### config.mk
export PLATFORM = sky130hd
export DESIGN_NAME = hazard_unit_flat
export DESIGN_NICKNAME = d
export VERILOG_FILES = /design/src/rtl/hazard_unit_if.sv /design/src/rtl/hazard_unit.sv /design/src/flat_wrapper.sv
export SDC_FILE = /design/constraint.sdc
export NUM_CORES = 1
export LEC_CHECK = 0
export CAP_MARGIN = 20
export CORE_AREA = 4 4 41 43
export CTS_CLUSTER_DIAMETER = 200
export CTS_CLUSTER_SIZE = 25
export DETAILED_ROUTE_END_ITERATION = 12
export DIE_AREA = 0 0 45 47
export PLACE_DENSITY_LB_ADDON = 0.2
export SLEW_MARGIN = 20
export SYNTH_ARGS = -nofsm -noshare
export SYNTH_HDL_FRONTEND = slang
export SYNTH_SLANG_ARGS = --single-unit
### constraint.sdc
create_clock -name clk -period 1.5 [get_ports clk]
set_input_delay 0.3 -clock clk [delete_from_list [all_inputs] [get_ports clk]]
set_output_delay 0.3 -clock clk [all_outputs]
set_load 0.03 [all_outputs]
### src/rtl/hazard_unit_if.sv
// Pipeline-side signal bundle of the hazard unit: Decode/Execute register fields in, forward/stall/flush controls out.
// The perf counters exist only when HAZARD_PERF_EN is defined.
interface hazard_unit_if;
    logic [4:0]  rs1_D;
    logic [4:0]  rs2_D;
    logic [4:0]  rd_E;
    logic        reg_wr_E;
    logic [1:0]  wb_sel_E;
    logic        br_taken;
    logic        for_A;
    logic        for_B;
    logic        stall_F;
    logic        stall_D;
    logic        flush_D;
    logic        flush_E;
`ifdef HAZARD_PERF_EN
    logic [15:0] stall_cnt;
    logic [15:0] flush_cnt;
`endif

    // Pipeline side: drives register fields, consumes hazard controls.
    modport master (
        output rs1_D, rs2_D, rd_E, reg_wr_E, wb_sel_E, br_taken,
`ifdef HAZARD_PERF_EN
        input  stall_cnt, flush_cnt,
`endif
        input  for_A, for_B, stall_F, stall_D, flush_D, flush_E
    );

    // Hazard unit side.
    modport slave (
        input  rs1_D, rs2_D, rd_E, reg_wr_E, wb_sel_E, br_taken,
`ifdef HAZARD_PERF_EN
        output stall_cnt, flush_cnt,
`endif
        output for_A, for_B, stall_F, stall_D, flush_D, flush_E
    );
endinterface

### src/rtl/hazard_unit.sv
// Hazard unit for a 3-stage pipeline: ALU-result forwarding, one-cycle load-use stall, branch flush.
// Optional saturating stall/flush performance counters are built when HAZARD_PERF_EN is defined.
module hazard_unit (
    input  logic         clk,
    input  logic         rst,
    hazard_unit_if.slave bus
);

    typedef enum logic [0:0] {
        IDLE  = 1'b0,
        STALL = 1'b1
    } state_t;

    state_t state_r;

    logic match_a_s;
    logic match_b_s;
    logic alu_src_s;
    logic hazard_s;
    logic stall_go_s;
    logic for_a_s;
    logic for_b_s;
    logic stall_s;
    logic flush_d_s;
    logic flush_e_s;

    // x0 is hard-wired zero, so a write to it never creates a dependency.
    function automatic logic reg_match(
        input logic       wr,
        input logic [4:0] rd,
        input logic [4:0] rs
    );
        reg_match = wr & (rd != 5'd0) & (rd == rs);
    endfunction

    // Dependency detection against the instruction in Execute.
    always_comb begin
        match_a_s = reg_match(bus.reg_wr_E, bus.rd_E, bus.rs1_D);
        match_b_s = reg_match(bus.reg_wr_E, bus.rd_E, bus.rs2_D);
        alu_src_s = (bus.wb_sel_E == 2'b00);
        hazard_s  = (match_a_s | match_b_s) & ~alu_src_s;
    end

    // Control outputs from inputs and FSM state; a taken branch overrides any stall.
    always_comb begin
        for_a_s    = 1'b0;
        for_b_s    = 1'b0;
        stall_s    = 1'b0;
        stall_go_s = 1'b0;
        flush_d_s  = 1'b0;
        flush_e_s  = 1'b0;
        if (rst) begin
            for_a_s    = 1'b0;
            for_b_s    = 1'b0;
            stall_s    = 1'b0;
            stall_go_s = 1'b0;
            flush_d_s  = 1'b0;
            flush_e_s  = 1'b0;
        end else begin
            case (state_r)
                IDLE: begin
                    for_a_s    = match_a_s & alu_src_s;
                    for_b_s    = match_b_s & alu_src_s;
                    stall_go_s = hazard_s & ~bus.br_taken;
                    stall_s    = stall_go_s;
                    flush_d_s  = bus.br_taken;
                    flush_e_s  = bus.br_taken | stall_go_s;
                end
                STALL: begin
                    // The producer has written back; the regfile now holds the value.
                    for_a_s    = 1'b0;
                    for_b_s    = 1'b0;
                    stall_go_s = 1'b0;
                    stall_s    = 1'b0;
                    flush_d_s  = bus.br_taken;
                    flush_e_s  = bus.br_taken;
                end
                default: begin
                    for_a_s    = 1'b0;
                    for_b_s    = 1'b0;
                    stall_go_s = 1'b0;
                    stall_s    = 1'b0;
                    flush_d_s  = 1'b0;
                    flush_e_s  = 1'b0;
                end
            endcase
        end
    end

    assign bus.for_A   = for_a_s;
    assign bus.for_B   = for_b_s;
    assign bus.stall_F = stall_s;
    assign bus.stall_D = stall_s;
    assign bus.flush_D = flush_d_s;
    assign bus.flush_E = flush_e_s;

    // Stall FSM: at most one bubble per hazard, then back to IDLE unconditionally.
    always_ff @(posedge clk) begin
        if (rst) begin
            state_r <= IDLE;
        end else begin
            case (state_r)
                IDLE:    state_r <= stall_go_s ? STALL : IDLE;
                STALL:   state_r <= IDLE;
                default: state_r <= IDLE;
            endcase
        end
    end

`ifdef HAZARD_PERF_EN
    logic [15:0] stall_cnt_r;
    logic [15:0] flush_cnt_r;

    // Saturating event counters for load-use stalls and branch flushes.
    always_ff @(posedge clk) begin
        if (rst) begin
            stall_cnt_r <= 16'h0000;
            flush_cnt_r <= 16'h0000;
        end else begin
            if (stall_go_s && (stall_cnt_r != 16'hFFFF)) begin
                stall_cnt_r <= stall_cnt_r + 16'h0001;
            end else begin
                stall_cnt_r <= stall_cnt_r;
            end
            if (bus.br_taken && (flush_cnt_r != 16'hFFFF)) begin
                flush_cnt_r <= flush_cnt_r + 16'h0001;
            end else begin
                flush_cnt_r <= flush_cnt_r;
            end
        end
    end

    assign bus.stall_cnt = stall_cnt_r;
    assign bus.flush_cnt = flush_cnt_r;
`endif

endmodule

### src/flat_wrapper.sv
// flat-port wrapper written by rule: the top's interface ports become plain ports
module hazard_unit_flat 
  (clk, rst, bus_rs1_D, bus_rs2_D, bus_rd_E, bus_reg_wr_E, bus_wb_sel_E, bus_br_taken, bus_for_A, bus_for_B, bus_stall_F, bus_stall_D, bus_flush_D, bus_flush_E);
  hazard_unit_if bus_i ();
  input  logic clk;
  input  logic rst;
  input wire logic [$bits(bus_i.rs1_D)-1:0] bus_rs1_D;
  input wire logic [$bits(bus_i.rs2_D)-1:0] bus_rs2_D;
  input wire logic [$bits(bus_i.rd_E)-1:0] bus_rd_E;
  input wire logic [$bits(bus_i.reg_wr_E)-1:0] bus_reg_wr_E;
  input wire logic [$bits(bus_i.wb_sel_E)-1:0] bus_wb_sel_E;
  input wire logic [$bits(bus_i.br_taken)-1:0] bus_br_taken;
  output wire logic [$bits(bus_i.for_A)-1:0] bus_for_A;
  output wire logic [$bits(bus_i.for_B)-1:0] bus_for_B;
  output wire logic [$bits(bus_i.stall_F)-1:0] bus_stall_F;
  output wire logic [$bits(bus_i.stall_D)-1:0] bus_stall_D;
  output wire logic [$bits(bus_i.flush_D)-1:0] bus_flush_D;
  output wire logic [$bits(bus_i.flush_E)-1:0] bus_flush_E;
  assign bus_i.rs1_D = bus_rs1_D;
  assign bus_i.rs2_D = bus_rs2_D;
  assign bus_i.rd_E = bus_rd_E;
  assign bus_i.reg_wr_E = bus_reg_wr_E;
  assign bus_i.wb_sel_E = bus_wb_sel_E;
  assign bus_i.br_taken = bus_br_taken;
  assign bus_for_A = bus_i.for_A;
  assign bus_for_B = bus_i.for_B;
  assign bus_stall_F = bus_i.stall_F;
  assign bus_stall_D = bus_i.stall_D;
  assign bus_flush_D = bus_i.flush_D;
  assign bus_flush_E = bus_i.flush_E;
  hazard_unit u_core (.clk(clk), .rst(rst), .bus(bus_i));
endmodule
==> results.cfg, run 1 <==
[worst_setup_path]
required_ns = 1.20
criticalPathCategory = primary input to output pin
startpoint = bus_rd_E[4]
worstPathArrival_ns = 1.68
cp-start-kind = primary input
worstPathMaxFanout = 3
worstReg2RegStart = u_core.state_r
crit_path_end_kind = output pin

[placement]
postPlaceCellArea_um2 = 551
hpwl_um = 771
gp_congestion = 0.666
io_buffers = 26

[grt]
antenna_found_initial = 0
grt_pass1_wl_um = 1390
grt_pass1_vias = 325
overflow = 0
grt_max_degree = 4
grt_use_total_pct = 8.36

[finish]
nFillCells = 145
multiInputGateArea_um2 = 220
largest_reg_flops = 1
nets = 87
fin_area_um2 = 578
reg_top3 = u_core.state_r (1)
seqCellArea_um2 = 20.0
n_antenna_cell = 0
max_flop_register = u_core.state_r
syn2layout_area_growth_pct = 173
drive_above_1_share_pct = 51.6

[synthesis]
ys_seq_area_share_pct = 9.47
ys_warn_count = 0
synthSimpleGateAreaFrac_pct = 34.9
synth-compound-area-share_pct = 10.7
syn_inst = 28
netlist_area_um2 = 211
synth_nets = 49
synth_adder_area_share_pct = 0
synth_top_family_by_area = XOR/XNOR gates
postSynthAreaPerCell_um2 = 7.55
synthMuxAreaShare_pct = 0
synth-xor-area-share_pct = 41.4
ys_types = 13
ys_ff_latch = 1

[timing]
min_period_ns = 1.98
fin_crit_sh_pct = 132
slew_viol_final = 0
max_freq_ghz = 0.504
fin_skew_ns = 0
fin_ws_ns = -0.483
setup_violations = 6
relSlewSlack_pct = 82.8
finalHoldViolations = 0
rsz0062_at_grt = yes
worstMarginPinSlew_ns = 0.257

[pwr]
pwr-share-comb_pct = 82.6
powerDensity_mw_per_mm2 = 272
p_leak_nw = 0.267
internal_power_mw = 0.107
total_power_mw = 0.157
switching_share_pct = 31.9
irDropWorstVdd_v = 0.000157
clockPowerShare_pct = 0
seq_power_share_pct = 17.4
p_sw_mw = 0.0502

[routing]
vias = 311
drt_iter0_markers = 3
drt-wirelength-per-cell_um = 11.2
wirelength_um = 885
ant_nets = 0
dr.pass1.iters = 3
drc_errors = 0
viasPerCell = 3.94

[clocking]
clock_latency_ns = 0
path_clk_slew_ns = 0
cts_hold_buf = 0

[outcome]
status = finished, violations left
violations = setup timing

[die]
pin_count = 27
row_count = 13
coreArea_mm2 = 0.00130
floorplan.die_area_mm2 = 0.00212
die_height_um = 47
die_w_um = 45
initial_utilization_pct = 16.3

[worst_hold_path]
hp-class = flip-flop to flip-flop
hp-start = u_core.state_r

[run]
drv_cap = 0
-- metal layers --
metal / share of wire (%) / vias up / track usage (%)
li1: - / 165 / -
met1: 36 / 143 / 10.2
met2: 62 / 3 / 17.2
met3: 1.6 / 0 / 0
met4: 0 / 0 / 0
met5: 0 / - / 0
-- worst paths after layout --
path                         end  slack [ns]  cells past startpoint
setup / recovery     bus_stall_D       -0.48                      9
hold / removal    u_core.state_r        0.64                      4
setup reg to reg  u_core.state_r        0.46                      4
hold reg to reg   u_core.state_r        0.64                      4
-- power groups by stage --
stage | registers (mW) | clock network [mW] | logic, mW
floorplan | 0.0274 | 0 | 0.0416
global route | 0.0275 | 0 | 0.140
CTS | 0.0274 | 0 | 0.129
detailed placement | 0.0274 | 0 | 0.129
finish | 0.0274 | 0 | 0.130
global placement | 0.0274 | 0 | 0.129
-- cell families (layout without fill, tap and decap cells) --
group,after synthesis,count (layout)
AO/OA/AOI/OAI,2,2
XOR/XNOR,10,10
buffers and inverters,1,37
flip-flops,1,1
AND/OR/NAND/NOR,14,14
-- layout by cell type, fill, tap and decap left out, types with 2 or more instances in the layout --
cell | Yosys | layout
buf_4 | 1 | 10
buf_6 | 0 | 9
xor2_1 | 6 | 6
dlygate4sd2_1 | 0 | 6
clkdlybuf4s50_1 | 0 | 5
nor2_1 | 6 | 4
xnor2_1 | 4 | 3
buf_2 | 0 | 3
clkbuf_2 | 0 | 3
nand3_1 | 2 | 2
-- per-stage QoR --
stage               hold WS (ns)  cells  util (%)  setup slack [ns]  setup TNS [ns]
global route               0.695     79      44.4            -0.554           -2.42
finish                     0.636     79      44.4            -0.483           -2.05
floorplan                  0.372     28         -            -0.270          -0.576
CTS                        0.636     79      44.3            -0.503           -2.46
global placement           0.643     77      42.3             -1.01           -5.31
detailed placement         0.641     77      42.3             -1.01           -5.26
-- critical path, stage by stage --
cell and delay [ns]:
buf_6 0.09, buf_6 0.11, xor2_1 0.13, nor3_1 0.18, nand3_1 0.12, buf_4 0.15, a211o_4 0.34, nor2_4 0.11
buf_6 0.14
-- synthesized netlist by cell type --
| cell | instances | area share, % |
|---|---|---|
| nand2b_1 | 2 | 5.9 |
| a211o_2 | 1 | 4.7 |
| or4_1 | 1 | 3.6 |
| nor2b_1 | 1 | 3.0 |
| dfxtp_1 | 1 | 9.5 |
| nand3_1 | 2 | 4.7 |
| nor3_1 | 1 | 2.4 |
| xnor2_1 | 4 | 17 |
| buf_4 | 1 | 3.6 |
| nor2_1 | 6 | 11 |
| xor2_1 | 6 | 25 |
| nor3_2 | 1 | 4.7 |
| o211ai_2 | 1 | 5.9 |
-- what timing repair did --
action | 4_1_cts | 5_1_grt
setup endpoints to repair | 6 | 6
gates resized for setup | 54 | 8
setup buffers | 2 | 0
pin swaps | 13 | 2
-- area by class of cell --
| class | instances | share of cell area (%) |
|---|---|---|
| Tap cell | 15 | 3.25 |
| Multi-Input combinational cell | 26 | 38.1 |
| Timing Repair Buffer | 37 | 55.2 |
| Sequential cell | 1 | 3.46 |
Note: power is estimated with default switching activity, not from simulation.
==> run 2: changes to the inputs <==
--- a/config.mk
+++ b/config.mk
@@ -11,6 +11,7 @@
 export CTS_CLUSTER_SIZE = 25
 export DETAILED_ROUTE_END_ITERATION = 12
 export DIE_AREA = 0 0 45 47
+export GPL_ROUTABILITY_DRIVEN = 0
 export PLACE_DENSITY_LB_ADDON = 0.2
 export SLEW_MARGIN = 20
 export SYNTH_ARGS = -nofsm -noshare
==> results of run 2 <==
Same layout as run 1: the final DEF is identical, and so are final timing and power.
==> run 3: changes to the inputs <==
--- a/config.mk
+++ b/config.mk
@@ -13,6 +13,7 @@
 export DIE_AREA = 0 0 45 47
 export GPL_ROUTABILITY_DRIVEN = 0
 export PLACE_DENSITY_LB_ADDON = 0.2
+export SETUP_SLACK_MARGIN = 0.3
 export SLEW_MARGIN = 20
 export SYNTH_ARGS = -nofsm -noshare
 export SYNTH_HDL_FRONTEND = slang
==> run 3 against run 2 <==
  * The flow still finishes with violations (setup timing)
  * Via count rose by 8.0%
  * Maximum frequency up 2.5%
  * Worst setup slack better by 0.048 ns
==> results.cfg, run 3 (synthesized netlist as in run 1, its figures left out) <==
[timing]
finalHoldViolations = 0
tns_ns = -1.94
rsz0062_at_grt = yes
min_period_ns = 1.94
fin_skew_ns = 0
slew_viol_final = 0
hold_slack_ns = 0.654
worstMarginPinSlew_ns = 0.253
setup_violations = 6
relSlewSlack_pct = 83.1
fin_ws_ns = -0.435
max_freq_ghz = 0.517
fin_crit_sh_pct = 129

[grt]
overflow = 0
grt_max_degree = 4
antenna_found_initial = 0
grt_use_total_pct = 8.76
grt_pass1_wl_um = 1450
grt_pass1_vias = 366

[worst_setup_path]
crit_chain = buf_8 > buf_6 > xor2_2 > nor3_2 > nand3_1 > buf_4 > a211o_4 > nor2_4 > buf_6
cpMostUsedCell = buf_6
reg2reg_slack_ns = 0.44
crit_slowest_cell = a211o_4
worstPathMaxFanout = 3
critPathBufInv = 4
crit_path_end_kind = output pin
criticalPathCategory = primary input to output pin
cp-start-kind = primary input
max_stage_delay_ns = 0.34
worstPathArrival_ns = 1.64
required_ns = 1.20
timing.critical_path.max_delay_family = buffers and inverters

[finish]
drive_above_1_share_pct = 69.1
nFillCells = 133
reg_top3 = u_core.state_r (1)
n_antenna_cell = 0
final_common_cell = buf_6
syn2layout_area_growth_pct = 234
max_flop_register = u_core.state_r
final_cell_mix = 15 x buf_6, 7 x buf_4, 6 x buf_2
nets = 91
largest_reg_flops = 1

[placement]
io_buffers = 26
hpwl_um = 719

[worst_hold_path]
hp-class = flip-flop to flip-flop

[die]
initial_utilization_pct = 16.3
die_w_um = 45
floorplan.die_area_mm2 = 0.00212
row_count = 13
coreArea_mm2 = 0.00130
die_height_um = 47
pin_count = 27

[outcome]
status = finished, violations left
violations = setup timing

[clocking]
cts_hold_buf = 0
path_clk_slew_ns = 0
clock_latency_ns = 0

[routing]
drc_errors = 0
drt-wirelength-per-cell_um = 11.7
dr.pass1.iters = 1
wirelength_um = 971
ant_nets = 0
viasPerCell = 4.05
drt_iter0_markers = 0
vias = 336

[pwr]
irDropWorstVdd_v = 0.000177
p_leak_nw = 0.325
powerDensity_mw_per_mm2 = 267

[run]
drv_cap = 0
-- run 3: cell types whose count changed in the layout (fill, tap and decap cells not counted), sizes merged --
cell | before | now
buf | 22 | 29
clkdlybuf4s15 | 1 | 4
clkbuf | 3 | 1
clkdlybuf4s50 | 5 | 3
dlygate4sd2 | 6 | 4
-- run 3: cell type report --
class | count | area (µm²) | area share [%]
Timing Repair Buffer | 41 | 377 | 53.3
Tap cell | 15 | 18.8 | 2.65
Sequential cell | 1 | 20.0 | 2.83
Multi-Input combinational cell | 26 | 292 | 41.2
-- run 3: power breakdown --
| part | total [mW] | internal (mW) | leakage, nW | switching [mW] |
|---|---|---|---|---|
| logic | 0.162 | 0.0979 | 0.317 | 0.0637 |
| registers | 0.0274 | 0.0274 | 0.00806 | 0.0000472 |
| clock network | 0 | 0 | 0 | 0 |
-- run 3: worst paths after layout --
kind,startpoint,endpoint,depth (start not counted)
max,bus_rd_E[4],bus_stall_F,9
min,u_core.state_r,u_core.state_r,4
max reg2reg,u_core.state_r,u_core.state_r,4
min reg2reg,u_core.state_r,u_core.state_r,4
-- run 3: per-stage QoR --
step           util (%)  cell area (µm²)  power, mW  setup slack, ns  cells
2_1_floorplan         -              229     0.0696           -0.270     28
3_3_place_gp       42.6              554      0.158            -1.02     77
3_5_place_dp       42.6              554      0.158            -1.01     77
4_1_cts            52.2              679      0.183           -0.451     82
5_1_grt            54.3              707      0.200           -0.531     83
6_report           54.3              707      0.189           -0.435     83
-- run 3: per-layer routing --
metal / routed length (µm) / global-route usage, %
met5: 0 / 0
met4: 0 / 0
met3: 83 / 1.15
met2: 494 / 16.7
met1: 393 / 11.1
-- run 3: worst register-to-register path, stage by stage (launching register included) --
cell and delay (ns):
dfxtp_1 0.27, nor2_1 0.19, o211ai_4 0.12, a211o_4 0.34, nor2_1 0.08
-- run 3: repair_timing --
item                                    4_1_cts  5_1_grt
buffers inserted                              5        1
endpoints found under the setup margin        7        7
gates resized for setup                      84        6
pin swaps                                    19        6
